[config.mk]
export PLATFORM = sky130hd
export DESIGN_NAME = rr_bus_arbiter8_flat
export DESIGN_NICKNAME = d
export VERILOG_FILES = /design/src/rtl/rr_bus_arbiter8_if.sv /design/src/rtl/rr_bus_arbiter8.sv /design/src/flat_wrapper.sv
export SDC_FILE = /design/constraint.sdc
export NUM_CORES = 1
export LEC_CHECK = 0
export ABC_AREA = 1
export CORE_MARGIN = 8
export CORE_UTILIZATION = 35
export DETAILED_ROUTE_END_ITERATION = 8
export GPL_TIMING_DRIVEN = 1
export HOLD_SLACK_MARGIN = 0.03
export PLACE_DENSITY_LB_ADDON = 0.3
export SYNTH_ARGS = -nofsm -noshare
export SYNTH_HDL_FRONTEND = slang
export SYNTH_SLANG_ARGS = --single-unit
[constraint.sdc]
create_clock -name clk -period 3.1 [get_ports clk]
set_input_delay 0.62 -clock clk [delete_from_list [all_inputs] [get_ports clk]]
set_output_delay 0.62 -clock clk [all_outputs]
set_load 0.02 [all_outputs]
[src/rtl/rr_bus_arbiter8_if.sv]
// Handshake bundle between the 8 requesters, the round-robin arbiter and the
// single downstream consumer of the shared result bus.
interface rr_bus_arbiter8_if #(
    parameter int WIDTH = 32
);
    logic [7:0]         req;
    logic [8*WIDTH-1:0] req_data;
    logic [7:0]         gnt;
    logic [2:0]         sel;
    logic               out_valid;
    logic [WIDTH-1:0]   out_data;
    logic [2:0]         out_src;
    logic               out_ready;

    modport master (
        output req, req_data, out_ready,
        input  gnt, sel, out_valid, out_data, out_src
    );

    modport slave (
        input  req, req_data, out_ready,
        output gnt, sel, out_valid, out_data, out_src
    );
endinterface

[src/rtl/rr_bus_arbiter8.sv]
// Round-robin arbiter sharing one result bus among 8 requesters: burst-limited
// grants, 8:1 data mux and a one-entry output register with valid/ready.
module rr_bus_arbiter8 #(
    parameter int WIDTH     = 32,
    parameter int MAX_BURST = 4
) (
    input  logic               clk,
    input  logic               reset,
    rr_bus_arbiter8_if.slave   bus
);

    typedef enum logic {
        IDLE,
        GRANT
    } state_t;

    state_t             state_q, state_d;
    logic [2:0]         owner_q, owner_d;
    logic [2:0]         last_q, last_d;
    logic [3:0]         burst_cnt_q, burst_cnt_d;
    logic               out_valid_q, out_valid_d;
    logic [WIDTH-1:0]   out_data_q, out_data_d;
    logic [2:0]         out_src_q, out_src_d;

    logic               slot_free;
    logic               accept;
    logic               release_own;
    logic [2:0]         winner;
    logic               winner_found;
    logic [2:0]         probe;
    logic [WIDTH-1:0]   owner_beat;

    // Search starts one past the last owner so the previous owner ranks last.
    always_comb begin
        winner       = 3'd0;
        winner_found = 1'b0;
        probe        = 3'd0;
        for (int i = 1; i <= 8; i++) begin
            probe = last_q + 3'(i);
            if (!winner_found && bus.req[probe]) begin
                winner       = probe;
                winner_found = 1'b1;
            end
        end
    end

    always_comb begin
        slot_free   = !out_valid_q || bus.out_ready;
        owner_beat  = bus.req_data[owner_q*WIDTH +: WIDTH];
        // Gating with reset keeps a mid-burst reset from pulsing gnt on a beat it then drops.
        accept      = (state_q == GRANT) && bus.req[owner_q] && slot_free && !reset;
        release_own = (state_q == GRANT) &&
                      (!bus.req[owner_q] ||
                       (accept && (burst_cnt_q == 4'(MAX_BURST - 1))));

        state_d     = state_q;
        owner_d     = owner_q;
        last_d      = last_q;
        burst_cnt_d = burst_cnt_q;
        out_valid_d = out_valid_q;
        out_data_d  = out_data_q;
        out_src_d   = out_src_q;

        case (state_q)
            IDLE: begin
                if (winner_found) begin
                    owner_d     = winner;
                    burst_cnt_d = 4'd0;
                    state_d     = GRANT;
                end
            end
            GRANT: begin
                if (accept) begin
                    burst_cnt_d = burst_cnt_q + 4'd1;
                end
                if (release_own) begin
                    last_d  = owner_q;
                    state_d = IDLE;
                end
            end
            default: state_d = IDLE;
        endcase

        // A new beat replaces the old one even when the consumer takes it this cycle.
        if (accept) begin
            out_valid_d = 1'b1;
            out_data_d  = owner_beat;
            out_src_d   = owner_q;
        end else if (bus.out_ready) begin
            out_valid_d = 1'b0;
        end
    end

    always_ff @(posedge clk) begin
        if (reset) begin
            state_q     <= IDLE;
            owner_q     <= 3'd0;
            last_q      <= 3'd7;
            burst_cnt_q <= 4'd0;
            out_valid_q <= 1'b0;
            out_data_q  <= '0;
            out_src_q   <= 3'd0;
        end else begin
            state_q     <= state_d;
            owner_q     <= owner_d;
            last_q      <= last_d;
            burst_cnt_q <= burst_cnt_d;
            out_valid_q <= out_valid_d;
            out_data_q  <= out_data_d;
            out_src_q   <= out_src_d;
        end
    end

    assign bus.gnt       = accept ? (8'd1 << owner_q) : 8'd0;
    assign bus.sel       = (state_q == GRANT) ? owner_q : 3'd0;
    assign bus.out_valid = out_valid_q;
    assign bus.out_data  = out_data_q;
    assign bus.out_src   = out_src_q;

endmodule

[src/flat_wrapper.sv]
// flat-port wrapper written by rule: the top's interface ports become plain ports
module rr_bus_arbiter8_flat 
#(
    parameter int WIDTH     = 32,
    parameter int MAX_BURST = 4
)
  (clk, reset, bus_req, bus_req_data, bus_out_ready, bus_gnt, bus_sel, bus_out_valid, bus_out_data, bus_out_src);
  rr_bus_arbiter8_if #(.WIDTH(WIDTH)) bus_i ();
  input  logic clk;
  input  logic reset;
  input wire logic [$bits(bus_i.req)-1:0] bus_req;
  input wire logic [$bits(bus_i.req_data)-1:0] bus_req_data;
  input wire logic [$bits(bus_i.out_ready)-1:0] bus_out_ready;
  output wire logic [$bits(bus_i.gnt)-1:0] bus_gnt;
  output wire logic [$bits(bus_i.sel)-1:0] bus_sel;
  output wire logic [$bits(bus_i.out_valid)-1:0] bus_out_valid;
  output wire logic [$bits(bus_i.out_data)-1:0] bus_out_data;
  output wire logic [$bits(bus_i.out_src)-1:0] bus_out_src;
  assign bus_i.req = bus_req;
  assign bus_i.req_data = bus_req_data;
  assign bus_i.out_ready = bus_out_ready;
  assign bus_gnt = bus_i.gnt;
  assign bus_sel = bus_i.sel;
  assign bus_out_valid = bus_i.out_valid;
  assign bus_out_data = bus_i.out_data;
  assign bus_out_src = bus_i.out_src;
  rr_bus_arbiter8 #(.WIDTH(WIDTH), .MAX_BURST(MAX_BURST)) u_core (.clk(clk), .reset(reset), .bus(bus_i));
endmodule
==> results of run 1 <==
## final cells by class
type                            instances  area, um2
Clock inverter                          3      22.52
Tap cell                              147      183.9
Timing Repair Buffer                  330       3278
Inverter                               33      123.9
Multi-Input combinational cell        549       2924
Sequential cell                        47      940.9
Clock buffer                            5      125.1
Fill cell                            1080       4263
## what timing repair did
| item | 4_1_cts | 5_1_grt |
|---|---|---|
| setup endpoints to repair | 4 | 4 |
| resized for setup | 4 | 4 |
| endpoints found under the hold margin | 0 | 0 |
## through the flow
| step | area (um2) | hold slack [ns] | std cells | TNS (ns) |
|---|---|---|---|---|
| after global placement | 7446 | 0.4561 | 1106 | 0 |
| after floorplan | 4198 | 0.4560 | 679 | 0 |
| after detailed placement | 7446 | 0.4640 | 1106 | -0.08557 |
| final | 7599 | 0.4673 | 1114 | 0 |
| after CTS | 7589 | 0.4742 | 1114 | 0 |
| after global routing | 7599 | 0.4958 | 1114 | 0 |
## where the power goes
group | total (uW) | internal (uW) | leakage [uW] | switching, uW
Sequential | 806 | 725 | 0.000384 | 81.8
Clock | 539 | 302 | 0.0000742 | 237
Combinational | 2850 | 1150 | 0.00266 | 1700
## worst min-delay path: stages, from the launching register on
cell and delay (ns):
dfxtp_1 0.31, nand2_1 0.06, a21oi_1 0.05
## registers in the layout, summed over array words and instances (netlist names)
signal,cells
u_core.burst_cnt_q,4
u_core.bus.out_data,32
u_core.bus.out_src,3
u_core.bus.out_valid,1
u_core.last_q,3
u_core.owner_q,3
u_core.state_q,1
## worst paths after layout
kind / to / from / cells after the start / slack [ns]
min reg2reg: u_core.bus.out_src[2] / u_core.bus.out_src[2] / 2 / 0.47
max: bus_gnt[5] / bus_req[6] / 9 / 0.23
min: u_core.bus.out_src[2] / u_core.bus.out_src[2] / 2 / 0.47
max reg2reg: u_core.owner_q[0] / u_core.last_q[1] / 13 / 0.72
## metal layers
layer	GRT usage, %	part of all wire (%)
met5	0	0.084
met4	3.510	0.83
met3	8.585	9.3
met2	47.55	51
met1	29.31	39
## cells in the mapped netlist (8+ instances only)
| master | count | share of area (%) |
|---|---|---|
| nand4_1 | 36 | 5.4 |
| nor2_1 | 85 | 7.6 |
| clkbuf_1 | 28 | 2.5 |
| o21ai_0 | 40 | 4.8 |
| buf_2 | 8 | 0.95 |
| a22o_1 | 32 | 6.7 |
| nand2_1 | 202 | 18 |
| inv_1 | 28 | 2.5 |
| a211oi_1 | 32 | 5.7 |
| a21oi_1 | 10 | 1.2 |
| nand3_1 | 41 | 4.9 |
| a221oi_1 | 32 | 6.7 |
| buf_1 | 12 | 1.1 |
| dfxtp_1 | 47 | 22 |
## logic make-up (layout without fill, tap and decap cells)
family | Yosys count | count (layout) | synth area share (%)
AOI/OAI and AO/OA | 153 | 153 | 26.26
xor gates and xnor gates | 5 | 5 | 1.043
buffers and inverters | 83 | 371 | 7.928
adders and majority gates | 3 | 3 | 0.8943
DFF | 47 | 47 | 22.41
and+or+nand+nor | 388 | 388 | 41.46
## placed cells by master, fill, tap and decap left out, drive strengths merged, types with 5 or more instances in the layout
cell / Yosys / final
a21oi: 11 / 11
o21ai: 40 / 40
inv: 33 / 34
buf: 22 / 17
nand2: 211 / 211
nand3: 48 / 48
a221oi: 32 / 32
clkbuf: 28 / 5
nor2: 88 / 88
clkdlybuf4s50: 0 / 305
nand4: 37 / 37
dfxtp: 47 / 47
a211oi: 32 / 32
a22o: 32 / 32
==> out/qor.txt, run 1 <==
register bit total from synthesis: 47
cts-stage hold buffer count: 0
Slew @ Worst Pin: 0.7293 ns
fmax: 0.3488 GHz
initial DRC count: 409
Hold Path Class: reg -> reg
height of the die: 125.5 um
Diodes inserted: 0
post-layout minimum cycle time: 2.867 ns
Worst-path clk slew: 0.06 ns
Max Slew Vio Count: 0
Critical Path RT: 2.48 ns
row count: 40
CP max FO: 5
Mapped Cells: 679
share of post-route cells with drive strength above 1: 5.584%
gr usage total: 26.06%
area of the die: 15750 um2
number of global-route vias before repair: 5798
DRC Markers: 0
clock skew: 0.01418 ns
DR vias: 5901
DRT Pass-1 Iters: 7
core area: 11860 um2
DR WL/cell: 19.14 um
root buffer cell: clkbuf_16
Max Cap Viol: 0
Setup CP Type: in -> out
relative slew slack: 51.38%
IO Pins: 314
die width: 125.5 um
cell breakdown of the critical path: clkdlybuf4s50_1 > nand2_1 > nand3_1 > a211o_1 > nand2_1 > nor2_2 > nand2_1 > nor2_1 > dlygate4sd2_1
cell family with most CP delay: buffers and inverters
Primary FF master, synth: dfxtp_1
total setup buffers inserted after CTS: 0
# H-tree levels: 2
Leakage Power: 0.003117 uW
slowest stage delay, CP: 0.51 ns
Worst Path Buf+Inv: 2
Critical Path AT: 2.25 ns
Critical Path Sink Type: output pin
CTS tree: yes
crit path max-delay cell type: clkdlybuf4s50_1
Startpoint Class: primary input
RSZ-0062 raised after global routing: false
post-layout util: 64.06%
asr flop ratio synth: 0%
Post-Syn Nets: 949
sequential share of the synthesized area: 22.41%
EDFF count, synth: 0
total power: 4193 uW
Total Wirelength: 21320 um
Synth-to-Final Area Change: 81.01%
Finish-stage setup viols: 0
CP most frequent cell: nand2_1
Setup WS pre-CTS: -0.04715 ns
vias per inst: 5.297
peak supply drop: 432.0 uV
count of final hold-check violations: 0
starting density of the core: 35.39%
Overflow after GRT: 0
first-pass GRT wire length: 32930 um
Netlist Area Pre-Place: 4198 um2
Placer Congestion: 0.9230
Final period util: 92.49%
synth unique cells: 36
fin nets: 1236
Final ANT Viol Nets: 0
pin count of the biggest net entering global routing: 65
Clk Latency, worst-skew pair: 0.29 ns
Final WS setup: 0.2329 ns
Sinks on Clock Net: 47
Pwr Density: 551.8 nW/um2
Max Root-Sink Buffers: 2
Warnings, synthesis: 0
initial antenna violation count: 2
cts bufs inserted: 5
status: finished, final reports clean
syn_area_per_cell: 6.182 um2
hpwl dp: 17490 um
port bufs: 313
(Power assumes the default switching activity.)
==> inputs of run 2 (changes only) <==
- CAP_MARGIN: unset -> 10
==> results of run 2 <==
Same layout as run 1: the final DEF is identical, and so are final timing and power.
==> inputs of run 3 (changes only) <==
- ABC_CLOCK_PERIOD_IN_PS: unset -> 3100
- CORE_AREA: unset -> 3 3 121 123
- CORE_MARGIN: 8 -> unset
- CORE_UTILIZATION: 35 -> unset
- DIE_AREA: unset -> 0 0 124 126
==> run 3 against run 2 <==
Via count fell by 1.8%. Die area decreased by 0.83%. Wire length fell by 3.5%. Sequential share of layout area fell by 0.16 points. Critical path type unchanged. Flip-flop and latch count did not move.
==> out/qor.txt, run 3 (synthesized netlist as in run 1, its figures left out) <==
initial antenna violation count: 0
Hold Startpoint: u_core.bus.out_src[2]
Placer Congestion: 0.9298
DRC Markers: 0
RSZ-0062 raised after global routing: false
Diodes inserted: 0
DR WL/cell: 17.91 um
crit path max-delay cell type: clkdlybuf4s50_1
Reg power frac: 18.8%
cell breakdown of the critical path: clkdlybuf4s50_1 > nand2_1 > nand3_1 > a211o_1 > nand2_1 > nor2_2 > nand2_1 > nor2_1 > dlymetal6s2s_1
Critical Path RT: 2.48 ns
Overflow after GRT: 0
total power: 4315 uW
Reg area: 940.9 um2
fin nets: 1238
Final period util: 86.04%
IO Pins: 314
Setup CP Type: in -> out
slowest stage delay, CP: 0.50 ns
beginning of the worst register-to-register path: u_core.last_q[1]
Max Cap Viol: 0
Sinks on Clock Net: 47
Clock Power Share: 14.7%
Total Wirelength: 20580 um
pin count of the biggest net entering global routing: 65
status: finished, final reports clean
hold path depth: 2
TNS Setup: 0 ns
Pint: 2278 uW
most frequent cells in the layout: clkdlybuf4s50_1 (305), nand2_1 (202), nor2_1 (85), dfxtp_1 (47), nand3_1 (41)
Max Slew Vio Count: 0
Worst Reg2Reg Path Length in Cells: 12
Synth-to-Final Area Change: 83.34%
Sw Pwr: 2036 uW
Slew @ Worst Pin: 0.7609 ns
root buffer cell: clkbuf_16
CTS tree: yes
CP most frequent cell: nand2_1
share of post-route cells with drive strength above 1: 5.779%
Comb pwr share: 66.5%
r2r endpoint: u_core.owner_q[1]
Leakage Power: 0.003191 uW
Hold Path Class: reg -> reg
Finish-stage setup viols: 0
DRT Pass-1 Iters: 5
initial DRC count: 291
Min-Delay Endpoint: u_core.bus.out_src[2]
area of the multi-input gates: 2924 um2
relative slew slack: 49.28%
Pwr Density: 560.6 nW/um2
count of final hold-check violations: 0
switch share: 47.20%
height of the die: 126 um
vias per inst: 5.041
fmax: 0.3749 GHz
first-pass GRT wire length: 30820 um
Final ANT Viol Nets: 0
starting density of the core: 30.48%
number of global-route vias before repair: 5640
clock skew: 0.002992 ns
fill count: 1370
Max Root-Sink Buffers: 2
peak supply drop: 318.5 uV
Critical Path AT: 2.05 ns
total setup buffers inserted after CTS: 0
most common cell after layout, fill and taps aside: clkdlybuf4s50_1
die width: 124 um
post-layout minimum cycle time: 2.667 ns
area of the die: 15620 um2
hpwl dp: 16210 um
cts bufs inserted: 5
row count: 43
Critical Path Sink Type: output pin
Startpoint Class: primary input
# H-tree levels: 2
gr usage total: 25.24%
reg2reg setup slack: 0.65 ns
DR vias: 5792
CP max FO: 5
Worst-path clk slew: 0.06 ns
port bufs: 313
core area: 13770 um2
Clk Latency, worst-skew pair: 0.28 ns
max reg flops: 32
-- run 3: changes by cell type in the layout (fill, tap and decap cells not counted), sizes merged --
cell,delta
dlygate4sd2,-4
dlymetal6s2s,+4
buf,+2
bufinv,+1
clkbuf,+1
clkinv,-1
inv,-1
-- run 3: worst max-delay path by stage --
stage,cells after the start,startpoint,end,slack (ns)
finish,9,bus_req[6],bus_gnt[5],0.43
global route,9,bus_req[6],bus_gnt[4],0.29
CTS,9,bus_req[6],bus_gnt[7],0.06
detailed placement,9,bus_req[6],bus_gnt[7],0.07
global placement,9,bus_req[6],bus_gnt[7],0.1
floorplan,8,bus_req[5],bus_gnt[0],0.71
-- run 3: per-layer routing --
layer  part of all wire, %  wire length (um)  global-route usage (%)
met1                    39              8011                   29.98
met2                    52             10690                   45.31
met3                   8.2              1679                   7.454
met4                  0.94               193                   3.995
met5                     0                 0                       0
-- run 3: power groups by stage --
stage               Combinational [uW]  Clock, uW  Sequential (uW)
CTS                               2870        652              808
global route                      3150        678              825
global placement                  2850          0              816
floorplan                         1750          0              903
finish                            2870        635              809
detailed placement                2860          0              819
-- run 3: area by class of cell --
cell class,instances,area share (%)
flip-flops and latches,47,12.23
clock inverters,2,0.4552
clock buffers,6,1.805
well taps,180,2.926
multi-input cells,549,37.99
inverters,33,1.609
repair buffers,332,42.98
-- run 3: repair_timing --
item / CTS / global route
gates resized for setup: 0 / 8
hold buffers: 0 / 0
endpoints found under the setup margin: 0 / 8
hold endpoints to repair: 0 / 0
-- run 3: metrics by stage --
step	util, %	std cells	cell area [um2]	hold slack (ns)	setup slack (ns)
3_3_place_gp	54.47	1141	7502	0.4534	0.09676
4_1_cts	55.73	1149	7676	0.4943	0.06152
3_5_place_dp	54.47	1141	7502	0.4710	0.07157
5_1_grt	55.88	1149	7696	0.5140	0.2880
6_report	55.88	1149	7696	0.4861	0.4328
2_1_floorplan	-	679	4198	0.4560	0.7066
-- run 3: critical path, delay by kind of cell --
kind                   cells  cell delay [ns]
buffers and inverters      2             0.73
AND/OR/NAND/NOR            6             0.59
AO/OA/AOI/OAI              1             0.11
